==> src/rtl/cnn_pkg.sv <==
// Shared types and helpers for the convolution weight store.
// Holds the tap count, controller states and flattened-slice indexing.
package cnn_pkg;

    typedef enum logic [1:0] {
        IDLE,
        LOAD,
        FULL
    } wbuf_state_t;

    function automatic int taps_of(input int kernel_size);
        return kernel_size * kernel_size;
    endfunction

    function automatic int cnt_w(input int n);
        return (n > 1) ? $clog2(n) : 1;
    endfunction

    function automatic int slice_ofs(
        input int f,
        input int t,
        input int taps,
        input int w
    );
        return (f * taps + t) * w;
    endfunction

endpackage

==> src/rtl/weight_bank.sv <==
// One NUM_FEATURES x TAPS register bank of signed weights.
// Single write port addressed by (feature, tap); whole bank read flat.
module weight_bank
    import cnn_pkg::*;
#(
    parameter int NUM_FEATURES = 10,
    parameter int TAPS         = 9,
    parameter int WEIGHT_W     = 8,
    parameter int FW           = cnt_w(NUM_FEATURES),
    parameter int TW           = cnt_w(TAPS)
) (
    input  logic                                clk,
    input  logic                                rst,
    input  logic                                we_i,
    input  logic [FW-1:0]                       f_i,
    input  logic [TW-1:0]                       t_i,
    input  logic [WEIGHT_W-1:0]                 d_i,
    output logic [NUM_FEATURES*TAPS*WEIGHT_W-1:0] q_o
);

    localparam int BITS = NUM_FEATURES * TAPS * WEIGHT_W;

    logic [BITS-1:0] mem_q;

    always_ff @(posedge clk) begin
        if (rst) begin
            mem_q <= '0;
        end else if (we_i) begin
            mem_q[slice_ofs(int'(f_i), int'(t_i), TAPS, WEIGHT_W) +: WEIGHT_W] <= d_i;
        end
    end

    assign q_o = mem_q;

endmodule

==> src/rtl/feature_weight_buffer.sv <==
// Ping-pong weight store: loads stream into the shadow bank while
// the PE array reads the active bank; swap flips banks atomically.
module feature_weight_buffer
    import cnn_pkg::*;
#(
    parameter int KERNEL_SIZE  = 3,
    parameter int NUM_FEATURES = 10,
    parameter int WEIGHT_W     = 8,
    parameter int TAPS         = taps_of(KERNEL_SIZE)
) (
    input  logic                                  clk,
    input  logic                                  rst,
    input  logic                                  load_start,
    input  logic                                  wt_valid,
    input  logic [WEIGHT_W-1:0]                   wt_data,
    output logic                                  wt_ready,
    output logic                                  load_busy,
    output logic                                  load_done,
    input  logic                                  swap,
    output logic                                  active_bank,
    output logic                                  active_valid,
    output logic [NUM_FEATURES*TAPS*WEIGHT_W-1:0] weights_output
);

    localparam int FW   = cnt_w(NUM_FEATURES);
    localparam int TW   = cnt_w(TAPS);
    localparam int BITS = NUM_FEATURES * TAPS * WEIGHT_W;

    localparam logic [TW-1:0] T_LAST = TW'(TAPS - 1);
    localparam logic [FW-1:0] F_LAST = FW'(NUM_FEATURES - 1);

    wbuf_state_t   state_q, state_d;
    logic [TW-1:0] t_q, t_d;
    logic [FW-1:0] f_q, f_d;
    logic          bank_q, bank_d;
    logic          valid_q, valid_d;
    logic          done_q, done_d;
    logic          we;
    logic [BITS-1:0] q0, q1;

    always_ff @(posedge clk) begin
        if (rst) begin
            state_q <= IDLE;
            t_q     <= '0;
            f_q     <= '0;
            bank_q  <= 1'b0;
            valid_q <= 1'b0;
            done_q  <= 1'b0;
        end else begin
            state_q <= state_d;
            t_q     <= t_d;
            f_q     <= f_d;
            bank_q  <= bank_d;
            valid_q <= valid_d;
            done_q  <= done_d;
        end
    end

    always_comb begin
        state_d  = state_q;
        t_d      = t_q;
        f_d      = f_q;
        bank_d   = bank_q;
        valid_d  = valid_q;
        done_d   = 1'b0;
        we       = 1'b0;
        wt_ready = 1'b0;
        unique case (state_q)
            IDLE: begin
                if (load_start) begin
                    state_d = LOAD;
                    t_d     = '0;
                    f_d     = '0;
                end
            end
            LOAD: begin
                wt_ready = 1'b1;
                if (wt_valid) begin
                    we = 1'b1;
                    if (t_q == T_LAST) begin
                        t_d = '0;
                        if (f_q == F_LAST) begin
                            state_d = FULL;
                            done_d  = 1'b1;
                        end else begin
                            f_d = f_q + 1'b1;
                        end
                    end else begin
                        t_d = t_q + 1'b1;
                    end
                end
            end
            FULL: begin
                // swap has priority over a concurrent reload request
                if (swap) begin
                    bank_d  = ~bank_q;
                    valid_d = 1'b1;
                    state_d = IDLE;
                end else if (load_start) begin
                    state_d = LOAD;
                    t_d     = '0;
                    f_d     = '0;
                end
            end
            default: state_d = IDLE;
        endcase
    end

    weight_bank #(
        .NUM_FEATURES(NUM_FEATURES),
        .TAPS        (TAPS),
        .WEIGHT_W    (WEIGHT_W)
    ) u_bank0 (
        .clk (clk),
        .rst (rst),
        .we_i(we & bank_q),
        .f_i (f_q),
        .t_i (t_q),
        .d_i (wt_data),
        .q_o (q0)
    );

    weight_bank #(
        .NUM_FEATURES(NUM_FEATURES),
        .TAPS        (TAPS),
        .WEIGHT_W    (WEIGHT_W)
    ) u_bank1 (
        .clk (clk),
        .rst (rst),
        .we_i(we & ~bank_q),
        .f_i (f_q),
        .t_i (t_q),
        .d_i (wt_data),
        .q_o (q1)
    );

    assign load_busy      = (state_q == LOAD);
    assign load_done      = done_q;
    assign active_bank    = bank_q;
    assign active_valid   = valid_q;
    assign weights_output = bank_q ? q1 : q0;

endmodule

==> config.mk <==
export PLATFORM = sky130hd
export DESIGN_NAME = feature_weight_buffer
export DESIGN_NICKNAME = d
export VERILOG_FILES = /design/src/rtl/cnn_pkg.sv /design/src/rtl/weight_bank.sv /design/src/rtl/feature_weight_buffer.sv
export SDC_FILE = /design/constraint.sdc
export NUM_CORES = 2
export LEC_CHECK = 0
export CAP_MARGIN = 20
export CORE_ASPECT_RATIO = 1.4
export CORE_MARGIN = 2
export CORE_UTILIZATION = 45
export DETAILED_ROUTE_END_ITERATION = 8
export PLACE_DENSITY = 0.63
export SLEW_MARGIN = 20
export SYNTH_ARGS = -nofsm -noshare
export SYNTH_HDL_FRONTEND = slang
export SYNTH_SLANG_ARGS = --single-unit
export TNS_END_PERCENT = 20
==> constraint.sdc <==
create_clock -name clk -period 12.8 [get_ports clk]
set_clock_uncertainty 0.1 [all_clocks]
set_input_delay 2.56 -clock clk [delete_from_list [all_inputs] [get_ports clk]]
set_output_delay 2.56 -clock clk [all_outputs]
set_load 0.02 [all_outputs]
# Word-level counts from Yosys, hierarchy flattened

Cells that the tools add are included.

Flip-flop bits (word level): 1453
Latch bits: 0
Memory bits (writable): 0
Memory bits (read-only): 0
Input bits: 13
Output and inout bits: 725
Memories kept: 0

$add $sub $neg: 4
Multiply operators: 1
Div/mod/pow operators: 0
Order comparisons: 0
Equality and inequality tests: 9
Shift operators: 2
Multiplexer cells: 24
Bitwise gates (word level): 6
Reduce and logical (&&, ||, !) cells: 7

Operators with widths:

| kind                                                                     | count |
|---|---|
| 720-bit bitwise mux                                                      | 2 |
| 720-bit 2-to-1 mux                                                       | 1 |
| 8-bit by 33-bit variable shift with 720-bit output, first input constant | 1 |
| 8-bit by 33-bit variable part select with 720-bit output                 | 1 |
| 4-bit 2-to-1 mux                                                         | 9 |
| 32-bit negator with 33-bit output                                        | 1 |
| 29-bit by 5-bit adder with 29-bit output                                 | 1 |
| 4-bit case mux with 3 select lines                                       | 2 |
| 2-bit 2-to-1 mux                                                         | 5 |
| 4-bit by 1-bit adder with 4-bit output, second input constant            | 2 |
| 4-bit == test, second input constant                                     | 2 |
| 4-bit by 4-bit multiplier with 8-bit output, second input constant       | 1 |
| 2-bit inequality test, second input constant                             | 3 |
| 2-bit case mux with 3 select lines                                       | 1 |
| 3-bit AND reduction                                                      | 2 |
| 5-bit AND reduction                                                      | 1 |
| 1-bit 2-to-1 mux                                                         | 4 |
| 2-bit by 1-bit inequality test with 1-bit output, second input constant  | 2 |
| 1-bit NOT                                                                | 4 |
| 4-bit OR reduction                                                       | 1 |
| 3-bit nonzero test                                                       | 1 |
| 1-bit AND                                                                | 2 |
| 2-bit by 1-bit == test with 1-bit output, second input constant          | 1 |
| 2-bit == test, second input constant                                     | 1 |
| 2 further kinds                                                          | 2 |

# Depth between registers and ports, before layout

Depth in word-level cells: 5
Depth in mapped cells: 18
Depth with buffers taken out: 16

# Hierarchy

Synthesis repeated with hierarchy kept, for this count alone.

Cell total of the unflattened synthesis: 7144
Area, all modules: 67945.2 um2

Modules (own cells, without submodules):

| module                | times used | cells each | area each (um2) | seq. area each (um2) |
|---|---|---|---|---|
| weight_bank (u_bank0) | 1          | 3098       | 30153.9         | 14413.8 |
| weight_bank (u_bank1) | 1          | 3163       | 28650.0         | 14413.8 |
| feature_weight_buffer | 1          | 883        | 9141.3          | 260.2 |

# Worst setup path before layout

No wires, ideal clock.

Path type: register to register
From: reg f_q[0]
To: reg u_bank0.mem_q[271] (netlist: u_bank0.q_o[271])
Data arrival time: 4492 ps
Required time: 12577 ps
Slack: 8086 ps
Stages on the path, launching flop included: 19
Cell sequence: dfxtp_1 ha_1 fa_1 inv_1 ha_1 clkbuf_1 nand2_1 a21oi_1 nand2_1 or2_2 ha_1 nand2b_1 nor3_2 nand2_1 nor4_1 o31ai_1 buf_2 nand3_1 o21ai_0

Word-level cells in the longest chain between the ends: 5
Elaborated cells between the ends (all ways): 6
Those cells by class: 2 x add/sub; 1 x mul; 2 x shift; 1 x mux

RTL lines:

| element                                                                                                                               | line                        | text |
|---|---|---|
| start: declaration                                                                                                                    | feature_weight_buffer.sv:34 | `logic [FW-1:0] f_q, f_d;` |
| start signal: assignment                                                                                                              | feature_weight_buffer.sv:45 | `f_q <= '0;` |
| start signal: assignment                                                                                                              | feature_weight_buffer.sv:52 | `f_q <= f_d;` |
| 4-bit by 4-bit multiplier with 8-bit output (*)                                                                                       | cnn_pkg.sv:25               | `return (f * taps + t) * w;` |
| 29-bit by 5-bit adder with 29-bit output (*)                                                                                          | cnn_pkg.sv:25               |  |
| 32-bit negator with 33-bit output (*)                                                                                                 | weight_bank.sv:29           | `mem_q[slice_ofs(int'(f_i), int'(t_i), TAPS, WEIGHT_W) +: WEIGHT_W] <= d_i;` |
| 8-bit by 33-bit variable part select with 720-bit output / 8-bit by 33-bit variable shift with 720-bit output (equally long branches) | weight_bank.sv:29           |  |
| 720-bit bitwise mux (*)                                                                                                               | weight_bank.sv:29           |  |
| end signal: indexed assignment                                                                                                        | weight_bank.sv:29           |  |
| end: declaration                                                                                                                      | weight_bank.sv:23           | `logic [BITS-1:0] mem_q;` |

Mark *: on every way between the ends. The rest lies on a longest branch, timed or not.
A chain may end at the register's enable or synchronous reset.

# Worst setup path after layout

From: reg bank_q (netlist: active_bank)
To: out weights_output[289]

Word-level cells in the longest chain between the ends: 1

RTL lines:

| element                  | line                         | text |
|---|---|---|
| start: declaration       | feature_weight_buffer.sv:35  | `logic bank_q, bank_d;` |
| start signal: assignment | feature_weight_buffer.sv:53  | `bank_q <= bank_d;` |
| 720-bit 2-to-1 mux       | feature_weight_buffer.sv:141 | `assign weights_output = bank_q ? q1 : q0;` |
| end: declaration         | feature_weight_buffer.sv:22  | `output logic [NUM_FEATURES*TAPS*WEIGHT_W-1:0] weights_output` |

Every way passes these cells.

==> flow_summary_export.csv <==
group,metric,value,unit
outcome,status,"completed",
yosys,synth_edf_count,0,
place,dpl.hpwl,157000,um
clocking,cts_max_level,4,
place,dpl_cell_area,73000,um2
critical_path,critPathLaunch,"active_bank",
power_and_ir_drop,p_per_area,120,nW/um2
final_layout,fin_util,55.2,%
hold_path,min_to,"u_bank1.q_o[509]",
critical_path,path_class,"register to primary output",
power_and_ir_drop,peakVddDrop,0.117,mV
floorplanning,die_h,450,um
sta,grt_setup_unrepaired,"no",
flow_run,maxCapViolCount,0,
yosys,synthAdderAreaFrac,0.286,%
sta,setup_viol,0,
final_layout,drive_gt1_share,19.4,%
critical_path,max_stage_delay,1.02,ns
clocking,tritoncts,"yes",
hold_path,hp-class,"register to register",
global_routing,first_global_vias,49500,
floorplanning,rows,163,
clocking,cts_resized,0,
clocking,clkTransAtPathRegs,0.06,ns
clocking,cts.path.max_buffers,3,
floorplanning,dieArea,145000,um2
yosys,syn_inst,6354,
power_and_ir_drop,leakagePower,34.1,nW
yosys,synth-xor-area-share,0.190,%
critical_path,r2r_cells,15,
route,routedWlPerCell,25.7,um
yosys,synth_compound_area_share,3.85,%
sta,maxSlewViolCount,0,
route,via_per_inst,5.60,
yosys,yosys.area_share.simple,15.3,%
route,ant_nets,0,
sta,period_minus_slack,7.26,ns
critical_path,start_kind,"register",
sta,finalHoldViolations,0,
clocking,insertion_delay,0.79,ns
clocking,post-cts-setup-buffers,0,
global_routing,grt_usage,30.8,%
floorplanning,die_width,322,um
final_layout,design_area,77900,um2
floorplanning,start_util,45.3,%
critical_path,crit_fanout,151,
hold_path,worstHoldStart,"u_bank1.q_o[509]",
clocking,cts.sinks,1453,
yosys,yosysWarningCount,0,
critical_path,timing.rr.end,"u_bank1.q_o[463]",
yosys,synth_top_family_by_area,"multiplexers",
critical_path,ff2ff_setup_slack,6.01,ns
yosys,synth_common_cells,"dfxtp_1 (1453), nand2_1 (1372), mux2i_1 (1146)",
floorplanning,io_pins,738,
clocking,cts_buffers,146,
yosys,synth_top_cell_by_area,"dfxtp_1",
global_routing,overflow,0,
critical_path,cp_cell_sequence,"buf_12, buf_4, mux2_2, clkdlybuf4s50_1",
critical_path,cp_top_family,"buffers and inverters",
clocking,cts-root-buf,"clkbuf_16",
sta,max_freq,138,MHz
route,vias,50000,
yosys,synth_area,63900,um2
sta,slew_headroom,20.0,%
yosys,synth_nets,6381,
final_layout,fin_nets,6935,
sta,fin_crit_sh,56.7,%
yosys,yosys_register_bits,1453,
yosys,ys.flop_type,"dfxtp_1",
route,first_pass_iters,7,
yosys,synth_seq_area_share,45.5,%
yosys,synth_mux_area_share,32.0,%
sta,tns,0,ns
route,drc,0,
power_and_ir_drop,power.total,0.00934,W
critical_path,slowest_stage,"dfxtp_4",
global_routing,grt_pass1_wl,334000,um
yosys,synthArstFlopShare,0,%
critical_path,cp_num_cells,4,
place,place_congestion,0.886,
yosys,synth.most_common_cell,"dfxtp_1",
global_routing,antenna_found_initial,10,
yosys,synth_cell_type_count,80,
yosys,avgSynthCellArea,10.1,um2
critical_path,r2r_start,"f_q[3]",
critical_path,arrival,4.60,ns
sta,worstMarginPinSlew,1.20,ns
global_routing,grt_max_degree,267,
route,drt-initial-drc-count,4017,
place,io_buffers,737,
yosys,synth.top_cell.area_share,45.5,%
clocking,cts.hold.buffers_added,0,
critical_path,worst_setup_path_end_kind,"primary output",
hold_path,hold_path_depth,2,
critical_path,crit_required,10.14,ns
yosys,yosys-top-cells-area,"dfxtp_1 (46%), mux2i_1 (18%), mux2_2 (14%), nand2_1 (8.1%), clkbuf_1 (2.0%)",
final_layout,syn_to_final_growth,21.9,%
floorplanning,core_area,141000,um2
critical_path,worst-path-buf-inv,3,
route,wl,229000,um
-- layout make-up --
cell class	instances	area [um2]
antenna	10	25.0
clock buffer	213	4300
clock inverter	45	474
fill	12500	63100
inverter	10	45.0
multi-input combinational	4458	33300
sequential	1453	29100
tap	1897	2370
timing repair buffer	839	8220
-- how the worst max path moves through the flow --
stage / endpoint / slack [ns]
CTS: weights_output[262] / 5.45
global placement: u_bank1.q_o[525] / 6.06
global route: weights_output[262] / 5.30
floorplan: u_bank0.q_o[271] / 8.09
finish: weights_output[289] / 5.54
detailed placement: u_bank1.q_o[427] / 6.22
-- registers in the layout, summed over array words and instances (netlist names) --
signal / cells
active_valid: 1
t_q: 4
u_bank0.q_o: 720
state_q: 2
load_done: 1
f_q: 4
u_bank1.q_o: 720
active_bank: 1
-- where the power goes --
group | total [W] | internal, W | switching, W
sequential | 0.00453 | 0.00452 | 0.00000617
clock | 0.00433 | 0.00246 | 0.00187
combinational | 0.000474 | 0.0000888 | 0.000385
-- cell usage in the layout, fill, tap and decap left out, types with 29 or more instances in the layout --
cell type        count
o21ai_0            171
dfxtp_1           1452
a21oi_1             70
nor2b_1             80
buf_4               96
nor3_1              36
nand3_1            196
clkbuf_1            33
nor2_2              29
mux2_2             794
nand3_2             49
nand2_1           1372
nand4_1             66
mux2i_1           1146
nor2_1             114
clkbuf_8            29
clkdlybuf4s50_1    736
clkbuf_16          151
nand4_2             44
-- logic make-up (layout without fill, tap and decap cells) --
group,after synthesis,count (layout)
xor gates and xnor gates,13,13
adders and majority gates,14,14
muxes,1940,1940
other,0,10
AOI/OAI and AO/OA,376,376
and+or+nand+nor,2115,2115
buffers and inverters,443,1107
DFF,1453,1453
-- metrics by stage --
step / cells / hold slack [ns] / setup WS [ns]
after global routing: 8920 / 0.368 / 5.30
after CTS: 8912 / 0.354 / 5.45
final: 8925 / 0.355 / 5.54
after floorplan: 6354 / 0.331 / 8.09
after detailed placement: 8654 / 0.345 / 6.22
after global placement: 8653 / 0.338 / 6.06
-- tightest hold or removal path: cells and delay by family, from the launching register on --
kind,cells,cell delay [ns]
flops,1,0.31
mux,1,0.05
simple gates,1,0.05
-- layer usage --
metal | wire length, um | global-route usage, % | up-vias
li1 | - | - | 23200
met1 | 95600 | 38.6 | 24900
met5 | 0 | 0 | -
met3 | 17900 | 8.80 | 382
met2 | 105000 | 48.8 | 1490
met4 | 10500 | 13.7 | 0
Note: power is estimated with default switching activity, not from simulation.
==> edit, RTL diff (same settings) <==
`NUM_FEATURES` is set to 10 in 2 places; all go to 11.
--- a/src/rtl/weight_bank.sv
+++ b/src/rtl/weight_bank.sv
@@ -4,5 +4,5 @@
     import cnn_pkg::*;
 #(
-    parameter int NUM_FEATURES = 10,
+    parameter int NUM_FEATURES = 11,
     parameter int TAPS         = 9,
     parameter int WEIGHT_W     = 8,
--- a/src/rtl/feature_weight_buffer.sv
+++ b/src/rtl/feature_weight_buffer.sv
@@ -5,5 +5,5 @@
 #(
     parameter int KERNEL_SIZE  = 3,
-    parameter int NUM_FEATURES = 10,
+    parameter int NUM_FEATURES = 11,
     parameter int WEIGHT_W     = 8,
     parameter int TAPS         = taps_of(KERNEL_SIZE)
Interface: changed (resized weights_output); port bits go from 738 to 810. No check against the original RTL was run, so the function may have changed too.
==> edit against the original RTL <==
- clock power rose by 14%
- routed wire length grew 35%
- total power rose by 12%
- first-iteration DRC count grew 50%
- area after synthesis is 16% higher
- final area grew 15%
- sequential cell count grew 144
- worst setup slack better by 160 ps
- critical path type unchanged
==> edit: results (changes against the original RTL) <==
| Metric | Value |
|---|---|
| Status | finished, final reports clean |
| Largest net degree at the start of global routing | 284 (+6.4%) |
| Mapped Nets | 8,015 (+26%) |
| Crit path max fanout | 129 (-15%) |
| Commonest cells post-synth | 1,597 x dfxtp_1, 1,398 x o21ai_0, 792 x mux2_2 |
| Clock power share | 47.2% (+0.8 points) |
| Slowest Stage Delay on Critical Path | 770 ps (-250 ps) |
| Rel. slew slack | 10.68% (-9.3 points) |
| Nets | 8,501 (+23%) |
| Arr. time, crit path | 4430 ps (-170 ps) |
| Drt initial violations | 6,044 (+50%) |
| Cts bufs inserted | 159 (+8.9%) |
| Initial antenna violation count | 17 (+7) |
| First-pass DRT Iterations | 6 (-1) |
| Peak supply drop | 155.7 uV (+33%) |
| Synth cell types | 86 (+7.5%) |
| Final wirelength | 309,400 um (+35%) |
| Internal power | 7864 uW (+11%) |
| Worst-Skew Late Latency | 840 ps (+50 ps) |
| Filler cells | 14.72k (+18%) |
| First-pass GRT wire length | 437,900 um (+31%) |
| Worst-case clock buffer depth | 3 (unchanged) |
| Total Routing Usage GR | 35.25% (+4.5 points) |
| Buffers on Ports | 809 (+9.8%) |
| Top FF cell, synth | dfxtp_1 |
| Dpl hpwl | 217,200 um (+38%) |
| Worst Reg-to-Reg Cells | 14 (-1) |
| Area contributors post-synth | dfxtp_1 43%, mux2_2 12%, o21ai_0 9.4% |
| Hold Path Depth | 2 (unchanged) |
| Final Wtd Congestion | 0.9734 (+9.8%) |
| Leakage | 0.03173 uW (-6.9%) |
| Clk root buf | clkbuf_16 |
| Via count of the first global-routing pass | 60.76k (+23%) |
| Vias | 64.14k (+28%) |
| Seq/Total Area, Yosys | 43.10% (-2.4 points) |
| Layout cells sized above 1 | 15.57% (-3.9 points) |
-- edit: worst paths after layout --
| kind | to | startpoint | slack, ps |
|---|---|---|---|
| worst max-delay path | weights_output[237] | active_bank | 5710 |
| worst max register to register | u_bank0.q_o[725] | t_q[0] | 6360 |
| worst min-delay path | u_bank1.q_o[329] | u_bank1.q_o[329] | 350 |
| worst min register to register | u_bank1.q_o[329] | u_bank1.q_o[329] | 350 |
-- edit: layer usage --
metal / track usage, % / up-vias / wire length [um]
li1: - / 28800 / -
met1: 46.43 / 31680 / 127700
met2: 53.34 / 3070 / 134800
met3: 9.329 / 576 / 30280
met4: 17.10 / 16 / 16570
met5: 0 / - / 89
-- edit: cell type report --
| cell class | count | share of cell area (%) |
|---|---|---|
| Antenna cell | 9 | 0.02522 |
| Clock buffer | 240 | 5.363 |
| Clock inverter | 48 | 0.6810 |
| Inverter | 15 | 0.06306 |
| Multi-Input combinational cell | 5769 | 44.81 |
| Sequential cell | 1597 | 35.81 |
| Tap cell | 2136 | 2.993 |
| Timing Repair Buffer | 932 | 10.26 |
-- edit: cell families (layout without fill, tap and decap cells) --
logic type               after synthesis  in the layout  synth area share (%)
AND/OR/NAND/NOR                     2635           2635                 20.68
AO/OA/AOI/OAI                       1723           1723                 12.44
flip-flops                          1597           1597                 43.10
multiplexers                        1383           1383                 20.00
buffers and inverters                622           1235                 3.318
adder cells (fa/ha/maj)               14             14                0.2463
XOR/XNOR                              13             13                0.2075
other                                  1             10              0.005056
-- edit: per-stage QoR --
step                      setup WS (ps)  hold WS [ps]  cell area, um2  total power, uW  cells
after floorplan                    8282         328.5           74170             5366   7988
after global placement             6600         334.0           83800             5600  10450
after detailed placement           6537         341.5           83830             5602  10450
after CTS                          5791         351.6           89230            10440  10740
after global routing               5688         372.8           89270            10650  10740
final                              5708         352.4           89290            10440  10750
